### src/rtl/branch_resolve_predict_if.sv
// Bundle of IF-lookup, EX-resolve and status signals for branch_resolve_predict.
// master = pipeline side driving requests, slave = the predictor/resolver.
interface branch_resolve_predict_if #(
    parameter int XLEN = 32
);
    logic            clear_req;
    logic [XLEN-1:0] if_pc;
    logic            if_pred_taken;
    logic            ex_valid;
    logic            ex_stall;
    logic [3:0]      ex_branch;
    logic [XLEN-1:0] ex_rs1;
    logic [XLEN-1:0] ex_rs2;
    logic [XLEN-1:0] ex_pc;
    logic [XLEN-1:0] ex_target;
    logic            ex_pred_taken;
    logic            ex_taken;
    logic            mispredict;
    logic [XLEN-1:0] redirect_pc;
    logic            busy;
    logic [31:0]     stat_branches;
    logic [31:0]     stat_mispredicts;
    logic            state_dbg;  // 0 = INIT sweep, 1 = READY

    // No valid/ready handshake here: ex_valid qualifies the EX slot each
    // cycle and ex_stall freezes side effects; outputs are combinational
    // except the table, stats and state, which change at the clock edge.
    modport master (
        output clear_req, if_pc, ex_valid, ex_stall, ex_branch,
               ex_rs1, ex_rs2, ex_pc, ex_target, ex_pred_taken,
        input  if_pred_taken, ex_taken, mispredict, redirect_pc, busy,
               stat_branches, stat_mispredicts, state_dbg
    );

    modport slave (
        input  clear_req, if_pc, ex_valid, ex_stall, ex_branch,
               ex_rs1, ex_rs2, ex_pc, ex_target, ex_pred_taken,
        output if_pred_taken, ex_taken, mispredict, redirect_pc, busy,
               stat_branches, stat_mispredicts, state_dbg
    );
endinterface

### src/rtl/branch_resolve_predict.sv
// EX-stage branch resolver with a 2-bit saturating-counter BHT, init sweep
// sequencer and saturating branch/mispredict statistics.
module branch_resolve_predict #(
    parameter int         XLEN        = 32,
    parameter int         BHT_ENTRIES = 64,
    parameter logic [1:0] CTR_INIT    = 2'b01
) (
    input logic                  CLK,
    input logic                  RESETN,
    branch_resolve_predict_if.slave bus
);
    localparam int IDX_W = $clog2(BHT_ENTRIES);
    localparam logic [IDX_W-1:0] LAST_IDX = IDX_W'(BHT_ENTRIES - 1);

    typedef enum logic {ST_INIT = 1'b0, ST_READY = 1'b1} state_t;

    state_t           state_q, state_d;
    logic [IDX_W-1:0] ptr_q, ptr_d;
    logic [1:0]       bht [BHT_ENTRIES];
    logic [31:0]      stat_br_q, stat_mp_q;

    logic             br, taken, busy, upd, misp;
    logic [IDX_W-1:0] if_idx, ex_idx;
    logic [1:0]       ctr_old, ctr_new;
    logic             unused_if_pc_bits;

    assign br     = bus.ex_valid & bus.ex_branch[3];
    assign busy   = (state_q == ST_INIT);
    assign upd    = br & ~bus.ex_stall & ~busy;
    assign if_idx = bus.if_pc[IDX_W+1:2];
    assign ex_idx = bus.ex_pc[IDX_W+1:2];
    assign unused_if_pc_bits = ^{bus.if_pc[1:0], bus.if_pc[XLEN-1:IDX_W+2]};

    always_comb begin
        taken = 1'b0;
        case (bus.ex_branch[2:0])
            3'b000:  taken = (bus.ex_rs1 == bus.ex_rs2);
            3'b001:  taken = (bus.ex_rs1 != bus.ex_rs2);
            3'b100:  taken = ($signed(bus.ex_rs1) <  $signed(bus.ex_rs2));
            3'b101:  taken = ($signed(bus.ex_rs1) >= $signed(bus.ex_rs2));
            3'b110:  taken = (bus.ex_rs1 <  bus.ex_rs2);
            3'b111:  taken = (bus.ex_rs1 >= bus.ex_rs2);
            default: taken = 1'b0;
        endcase
        if (!br) taken = 1'b0;
    end

    // Fetch predicts not-taken while sweeping, so no mispredict can be owed then.
    assign misp              = br & ~busy & (taken != bus.ex_pred_taken);
    assign bus.ex_taken      = taken;
    assign bus.mispredict    = misp;
    assign bus.redirect_pc   = taken ? bus.ex_target : bus.ex_pc + XLEN'(4);
    assign bus.if_pred_taken = ~busy & bht[if_idx][1];
    assign bus.busy          = busy;
    assign bus.state_dbg     = state_q;
    assign bus.stat_branches    = stat_br_q;
    assign bus.stat_mispredicts = stat_mp_q;

    always_comb begin
        ctr_old = bht[ex_idx];
        ctr_new = ctr_old;
        if (taken) begin
            if (ctr_old != 2'b11) ctr_new = ctr_old + 2'b01;
        end else begin
            if (ctr_old != 2'b00) ctr_new = ctr_old - 2'b01;
        end
    end

    always_comb begin
        state_d = state_q;
        ptr_d   = ptr_q;
        case (state_q)
            ST_INIT: begin
                if (bus.clear_req) begin
                    ptr_d = '0;
                end else if (ptr_q == LAST_IDX) begin
                    state_d = ST_READY;
                    ptr_d   = '0;
                end else begin
                    ptr_d = ptr_q + 1'b1;
                end
            end
            ST_READY: begin
                if (bus.clear_req) begin
                    state_d = ST_INIT;
                    ptr_d   = '0;
                end
            end
            default: begin
                state_d = ST_INIT;
                ptr_d   = '0;
            end
        endcase
    end

    always_ff @(posedge CLK or negedge RESETN) begin
        if (!RESETN) begin
            state_q <= ST_INIT;
            ptr_q   <= '0;
        end else begin
            state_q <= state_d;
            ptr_q   <= ptr_d;
        end
    end

    // Table has no reset; the sweep initialises it, and the read is not bypassed.
    always_ff @(posedge CLK) begin
        if (busy) begin
            bht[ptr_q] <= CTR_INIT;
        end else if (upd) begin
            bht[ex_idx] <= ctr_new;
        end
    end

    always_ff @(posedge CLK or negedge RESETN) begin
        if (!RESETN) begin
            stat_br_q <= '0;
            stat_mp_q <= '0;
        end else if (upd) begin
            if (stat_br_q != 32'hFFFF_FFFF) stat_br_q <= stat_br_q + 32'd1;
            if (misp && stat_mp_q != 32'hFFFF_FFFF) stat_mp_q <= stat_mp_q + 32'd1;
        end
    end
endmodule

### src/flat_wrapper.sv
// flat-port wrapper written by rule: the top's interface ports become plain ports
module branch_resolve_predict_flat 
#(
    parameter int         XLEN        = 32,
    parameter int         BHT_ENTRIES = 64,
    parameter logic [1:0] CTR_INIT    = 2'b01
)
  (CLK, RESETN, bus_clear_req, bus_if_pc, bus_ex_valid, bus_ex_stall, bus_ex_branch, bus_ex_rs1, bus_ex_rs2, bus_ex_pc, bus_ex_target, bus_ex_pred_taken, bus_if_pred_taken, bus_ex_taken, bus_mispredict, bus_redirect_pc, bus_busy, bus_stat_branches, bus_stat_mispredicts, bus_state_dbg);
  branch_resolve_predict_if #(.XLEN(XLEN)) bus_i ();
  input logic CLK;
  input logic RESETN;
  input wire logic [$bits(bus_i.clear_req)-1:0] bus_clear_req;
  input wire logic [$bits(bus_i.if_pc)-1:0] bus_if_pc;
  input wire logic [$bits(bus_i.ex_valid)-1:0] bus_ex_valid;
  input wire logic [$bits(bus_i.ex_stall)-1:0] bus_ex_stall;
  input wire logic [$bits(bus_i.ex_branch)-1:0] bus_ex_branch;
  input wire logic [$bits(bus_i.ex_rs1)-1:0] bus_ex_rs1;
  input wire logic [$bits(bus_i.ex_rs2)-1:0] bus_ex_rs2;
  input wire logic [$bits(bus_i.ex_pc)-1:0] bus_ex_pc;
  input wire logic [$bits(bus_i.ex_target)-1:0] bus_ex_target;
  input wire logic [$bits(bus_i.ex_pred_taken)-1:0] bus_ex_pred_taken;
  output wire logic [$bits(bus_i.if_pred_taken)-1:0] bus_if_pred_taken;
  output wire logic [$bits(bus_i.ex_taken)-1:0] bus_ex_taken;
  output wire logic [$bits(bus_i.mispredict)-1:0] bus_mispredict;
  output wire logic [$bits(bus_i.redirect_pc)-1:0] bus_redirect_pc;
  output wire logic [$bits(bus_i.busy)-1:0] bus_busy;
  output wire logic [$bits(bus_i.stat_branches)-1:0] bus_stat_branches;
  output wire logic [$bits(bus_i.stat_mispredicts)-1:0] bus_stat_mispredicts;
  output wire logic [$bits(bus_i.state_dbg)-1:0] bus_state_dbg;
  assign bus_i.clear_req = bus_clear_req;
  assign bus_i.if_pc = bus_if_pc;
  assign bus_i.ex_valid = bus_ex_valid;
  assign bus_i.ex_stall = bus_ex_stall;
  assign bus_i.ex_branch = bus_ex_branch;
  assign bus_i.ex_rs1 = bus_ex_rs1;
  assign bus_i.ex_rs2 = bus_ex_rs2;
  assign bus_i.ex_pc = bus_ex_pc;
  assign bus_i.ex_target = bus_ex_target;
  assign bus_i.ex_pred_taken = bus_ex_pred_taken;
  assign bus_if_pred_taken = bus_i.if_pred_taken;
  assign bus_ex_taken = bus_i.ex_taken;
  assign bus_mispredict = bus_i.mispredict;
  assign bus_redirect_pc = bus_i.redirect_pc;
  assign bus_busy = bus_i.busy;
  assign bus_stat_branches = bus_i.stat_branches;
  assign bus_stat_mispredicts = bus_i.stat_mispredicts;
  assign bus_state_dbg = bus_i.state_dbg;
  branch_resolve_predict #(.XLEN(XLEN), .BHT_ENTRIES(BHT_ENTRIES), .CTR_INIT(CTR_INIT)) u_core (.CLK(CLK), .RESETN(RESETN), .bus(bus_i));
endmodule
### config.mk
export PLATFORM = sky130hd
export DESIGN_NAME = branch_resolve_predict_flat
export DESIGN_NICKNAME = d
export VERILOG_FILES = /design/src/rtl/branch_resolve_predict_if.sv /design/src/rtl/branch_resolve_predict.sv /design/src/flat_wrapper.sv
export SDC_FILE = /design/constraint.sdc
export NUM_CORES = 1
export LEC_CHECK = 0
export CAP_MARGIN = 20
export CORE_UTILIZATION = 50
export DETAILED_ROUTE_END_ITERATION = 8
export GPL_ROUTABILITY_DRIVEN = 1
export PLACE_DENSITY_LB_ADDON = 0.3
export REMOVE_ABC_BUFFERS = 1
export SLEW_MARGIN = 10
export SYNTH_ARGS = -nofsm -noshare
export SYNTH_HDL_FRONTEND = slang
export SYNTH_SLANG_ARGS = --single-unit
### constraint.sdc
create_clock -name CLK -period 5.89 [get_ports CLK]
set_input_delay 1.178 -clock CLK [delete_from_list [all_inputs] [get_ports CLK]]
set_output_delay 1.178 -clock CLK [all_outputs]
set_load 0.01 [all_outputs]
# Word-level counts from Yosys, hierarchy flattened
# Memories as Yosys holds them, arrays and structs flattened.
# Index checks and enable logic that the tools add are counted.
[word_totals]
register_bits = 71
mem_bits_rw = 128
input_bits = 170
output_inout_bits = 101
wordCells = 63
mem_count = 1
[op_classes]
add_sub_neg = 6
n_lt_le_gt_ge = 4
n_eq_ne = 13
n_mux = 21
n_bitwise = 8
n_reduce_logical = 6
[mem_list]
columns = ["memory", "depth", "width", "rd", "rd_clocked_by_memory_dff", "write_ports", "line_no", "source"]
rows = [
  ["u_core.bht", 64, 2, 2, 0, 1, "branch_resolve_predict.sv:19", "logic [1:0] bht [BHT_ENTRIES];"],
]
[op_table]
columns = ["cell", "count"]
rows = [
  ["adder 32 x 1 -> 32 bit (second input constant)", 2],
  ["greater-or-equal comparator 32 bit", 2],
  ["less-than comparator 32 bit", 2],
  ["inequality test 32 bit (second input constant)", 2],
  ["adder 32 x 3 -> 32 bit (second input constant)", 1],
  ["equality test 32 bit", 1],
  ["2-to-1 mux 32 bit", 1],
  ["inequality test 32 bit", 1],
  ["2-to-1 mux 6 bit", 4],
  ["equality test 3 bit (second input constant)", 4],
  ["one-hot mux 6 bit (2 select lines)", 1],
  ["2-to-1 mux 1 bit", 9],
  ["2-to-1 mux 2 bit", 4],
  ["adder 6 x 1 -> 6 bit (second input constant)", 1],
  ["bitwise AND 1 bit", 6],
  ["equality test 6 bit (second input constant)", 1],
  ["one-hot mux 1 bit (6 select lines)", 1],
  ["inequality test 2 bit (second input constant)", 2],
  ["AND reduction 2 bit", 2],
  ["equality test 3 x 1 -> 1 bit (second input constant)", 1],
  ["zero test 3 bit", 1],
  ["adder 2 x 1 -> 2 bit (second input constant)", 1],
  ["NOT 1 bit", 2],
  ["one-hot mux 1 bit (2 select lines)", 1],
  ["5 further kinds", 5],
]

# Logic depth before layout (Yosys ltp)
[logic_depth]
word_depth = 8
mapped_depth = 12
mapped_depth_nobuf = 11

# Worst setup path before layout
# OpenSTA, ideal clock, no wires.
[synth_path]
path_kind = "input-to-reg"
start = "input bus_ex_rs2[31]"
end = "memory u_core.bht[0][1] (data pin)"
setup_time_ns = 0.548
arrival_ns = 5.124
t_required_ns = 5.342
setup_slack_ns = 0.218
stages = 11
n_path_buf = 1
path_cell_list = "inv_1 > ha_1 > nand4_1 > nor4_4 > nand3_1 > or4_1 > a31o_1 > mux2i_4 > clkbuf_1 > o21ai_0 > a21oi_1"
[synth_via]
elab_chain_cells = 5
word_cells_on_any_way = 10
cone_classes = "order compare: 4; eq/ne: 2; mux: 4"
[synth_rtl]
columns = ["element", "line_no", "source"]
rows = [
  ["from (decl)", "flat_wrapper.sv:18", "input wire logic [$bits(bus_i.ex_rs2)-1:0] bus_ex_rs2;"],
  ["greater-or-equal comparator 32 bit, or another cell as far along", "branch_resolve_predict.sv:42", "3'b111: taken = (bus.ex_rs1 >= bus.ex_rs2);"],
  ["one-hot mux 1 bit (6 select lines) *", "branch_resolve_predict.sv:36", "case (bus.ex_branch[2:0])"],
  ["2-to-1 mux 1 bit *", "branch_resolve_predict.sv:45", "if (!br) taken = 1'b0;"],
  ["2-to-1 mux 2 bit *", "branch_resolve_predict.sv:62", "if (taken) begin"],
  ["2-to-1 mux 2 bit (no line) *", "--", ""],
  ["to (decl)", "branch_resolve_predict.sv:19", ""],
]
# Every way passes the cells marked *; elsewhere a longest branch is shown, timed or not.

# Final worst setup path
[layout_path]
start = "input bus_ex_rs2[23]"
end = "output bus_redirect_pc[15]"
[layout_via]
elab_chain_cells = 4
word_cells_on_any_way = 9
cone_classes = "order compare: 4; eq/ne: 2; mux: 3"
[layout_rtl]
columns = ["element", "line_no", "source"]
rows = [
  ["greater-or-equal comparator 32 bit, or another cell as far along", "branch_resolve_predict.sv:42", ""],
  ["one-hot mux 1 bit (6 select lines) *", "branch_resolve_predict.sv:36", ""],
  ["2-to-1 mux 1 bit *", "branch_resolve_predict.sv:45", ""],
  ["2-to-1 mux 32 bit *", "branch_resolve_predict.sv:52", "assign bus.redirect_pc = taken ? bus.ex_target : bus.ex_pc + XLEN'(4);"],
  ["to (decl)", "flat_wrapper.sv:25", "output wire logic [$bits(bus_i.redirect_pc)-1:0] bus_redirect_pc;"],
]
# Marks and branches as above.

==> flow_summary.toml <==
[synth]
yosys_warnings = 0
ys_top_cells_by_area = "edfxtp_1 35%, dfrtp_1 16%, mux4_2 7.9%"
synth_mux_area_frac = 0.119
synth-edff-count = 128
ys_async_sr_fraction = 0.357
synth_cell_types = 54
synth_most_common_cell = "edfxtp_1"
synth.cell_area_um2 = 11100
synth_top_area_cell = "edfxtp_1"
ys_ff_latch = 199
yosysSeqAreaShare = 0.508
synthAdderAreaFrac = 0.0407
synthXorXnorAreaFrac = 0.0759
syn_avg_cell_area_um2 = 11.2
synthFlopType = "edfxtp_1"
synth_commonest_cells = "128 x edfxtp_1, 110 x nor2_1, 109 x nand2_1"
synth_compound_area_frac = 0.0669
yosysTopAreaCellShare = 0.348
yosys.area_share.simple = 0.160
syn_inst = 986
synth_top_family_by_area = "simple AND/OR/NAND/NOR gates"

[routing]
routed-wl-met2_um = 13800
dr_wl_met3_um = 2290
met1Wirelength_um = 11200
dr.pass1.iters = 5
routed_wirelength_um = 28000
ant_nets = 0
routed.top_layer = "met4"
wire_per_inst_um = 18.4
vias_per_cell = 5.65
drt_iter0_drc = 503
drc = 0
vias = 8602

[critical_path]
critPathLaunchType = "input port"
worstPathArrival_ns = 4.58
reg2reg_slack_ns = 2.73
crit_fanout = 30
reg2reg_depth = 7
cp_slowest_cell = "clkdlybuf4s50_1"
r2r-start = "u_core.bus.state_dbg"
path_cells = "clkdlybuf4s50_1 -> inv_1 -> ha_1 -> nand4_1 -> nor4_4 -> nand3_2 -> or4_1 -> a31o_1 -> mux2i_4 -> buf_12 -> buf_12 -> nor2_1 -> nor2_1 -> clkdlybuf4s50_1"
cp_top_family = "buffers and inverters"
worstSetupPathType = "in -> out"
worstSetupEndpointType = "primary output"
r2r_end = "u_core.bus.stat_branches[22]"
worstPathRequired_ns = 4.71
path_buf_inv = 5
crit_path_max_incr_delay_ns = 0.57

[timing]
worst_slew_pin_slew_ns = 0.894
fin_skew_ns = 0.0107
fmax_mhz = 174
finalCritPeriodShare = 0.978
setup-tns-final_ns = 0
drv_slew = 0
final.min_clock_period_ns = 5.76
slew-limit-headroom = 0.404
setup_viol = 0
finalHoldViolCount = 0

[clock_network]
clk_latency_ns = 0.43
cts_tree = "done"
h-tree-depth = 4
clock_sinks = 199
ctsHoldBuffers = 0
cts_root_buf = "clkbuf_16"
numCtsBuffers = 17
path_clk_slew_ns = 0.07
clock_path_buffers = 2

[floorplan]
floorplan.initialDensity = 0.508
die_y_um = 151
coreArea_um2 = 21800
rows = 54
die_w_um = 151
dieArea_um2 = 22700
io_pins = 271

[place]
dp_cells = 1489
io_buffers = 244
gp_congestion = 0.838
dpl_cell_area_um2 = 13900
dp_hpwl_um = 19800

[global_routing]
grt_pass1_wl_um = 43700
grt_max_degree = 72
grt_pass1_vias = 8497
overflow = 0
antenna_found_initial = 0
grt.total_usage = 0.254

[layout]
final_cell_area_um2 = 14600
stdcell_count = 1522
area_delta_synth_final_pct = 32.0
finalCoreUtilization = 0.671
nets = 1436
drive_above_1_share = 0.0845
n_antenna_cell = 0

[flow_run]
max_cap_viol_count = 0

[power]
irDropWorstVdd_v = 0.000200
p_per_area_nw_per_um2 = 218
p_total_w = 0.00318
p_leak_nw = 5.72

[worst_hold_path]
holdPathStages = 1
hold_path_end = "u_core.bus.stat_branches[10]"
hold_class = "reg -> reg"
min_from = "u_core.bus.stat_branches[10]"

[status]
status = "finished clean"
## sequential cells by signal, summed over array words and instances (netlist names)
signal                       flops
u_core.bht                     128
u_core.bus.stat_branches        32
u_core.bus.stat_mispredicts     32
u_core.ptr_q                     6
u_core.bus.state_dbg             1
## per-stage QoR
step,hold WS [ns],setup WS (ns)
after global placement,0.477,0.118
after floorplan,0.516,-0.468
after global routing,0.512,-0.0229
after detailed placement,0.481,0.0845
after CTS,0.498,0.0697
final,0.493,0.132
## worst max-delay path by stage
stage                         from             endpoint  slack [ns]  cells past startpoint
global route        bus_ex_rs2[21]   bus_redirect_pc[7]       -0.02                     14
detailed placement  bus_ex_rs2[31]  bus_redirect_pc[23]        0.08                     13
CTS                 bus_ex_rs2[31]  bus_redirect_pc[23]        0.07                     13
global placement    bus_ex_rs2[31]  bus_redirect_pc[23]        0.12                     13
floorplan           bus_ex_rs2[31]     u_core.bht[0][1]       -0.47                     10
finish              bus_ex_rs2[23]  bus_redirect_pc[15]        0.13                     14
## report_power, final
part / internal [W] / switching (W) / total [W]
combinational: 0.000214 / 0.000187 / 0.000402
clock: 0.000790 / 0.000501 / 0.00129
sequential: 0.00148 / 0.00000531 / 0.00149
total: 0.00248 / 0.000693 / 0.00318
## kinds of logic (layout without fill, tap and decap cells)
family	Yosys count	in the layout
AO/OA/AOI/OAI	117	117
XOR/XNOR	95	95
adder cells (fa/ha/maj)	36	36
buffers and inverters	83	339
flip-flops	199	199
multiplexers	81	81
AND/OR/NAND/NOR	375	375
## metal layers
metal | GRT usage | vias up
li1 | - | 4094
met1 | 0.313 | 4103
met2 | 0.431 | 347
met3 | 0.0633 | 58
met4 | 0.0930 | 0
met5 | 0 | -
## repair_timing
item	in CTS	in global routing
buffers inserted	0	1
endpoints found under the setup margin	0	33
gates resized for setup	0	6
## area by class of cell
| class | instances | area (um2) |
|---|---|---|
| Timing Repair Buffer | 263 | 2660 |
| Sequential cell | 199 | 5620 |
| Multi-Input combinational cell | 704 | 5140 |
| Clock buffer | 17 | 425 |
| Fill cell | 1677 | 7160 |
| Clock inverter | 14 | 229 |
| Inverter | 45 | 169 |
| Tap cell | 280 | 350 |
## worst reg2reg max path: cells and delay by family (launching register included)
kind	cells	cell delay, ns
buf+inv	1	0.19
flops	1	0.58
simple gates	5	2.12
xor+xnor	1	0.15
## cells in the final DEF (no fill, tap or decap), types with 16 or more instances in the layout
| master | count |
|---|---|
| nor3_1 | 19 |
| o221ai_1 | 16 |
| ha_1 | 36 |
| nor2_1 | 110 |
| xnor2_1 | 59 |
| nand3_1 | 52 |
| xor2_1 | 35 |
| nand4_1 | 25 |
| o21ai_0 | 38 |
| mux2i_1 | 36 |
| a21oi_1 | 23 |
| inv_1 | 45 |
| dfrtp_1 | 71 |
| clkbuf_16 | 18 |
| edfxtp_1 | 128 |
| nand2_1 | 109 |
| clkdlybuf4s50_1 | 237 |
| mux4_2 | 39 |
(Power assumes the default switching activity.)
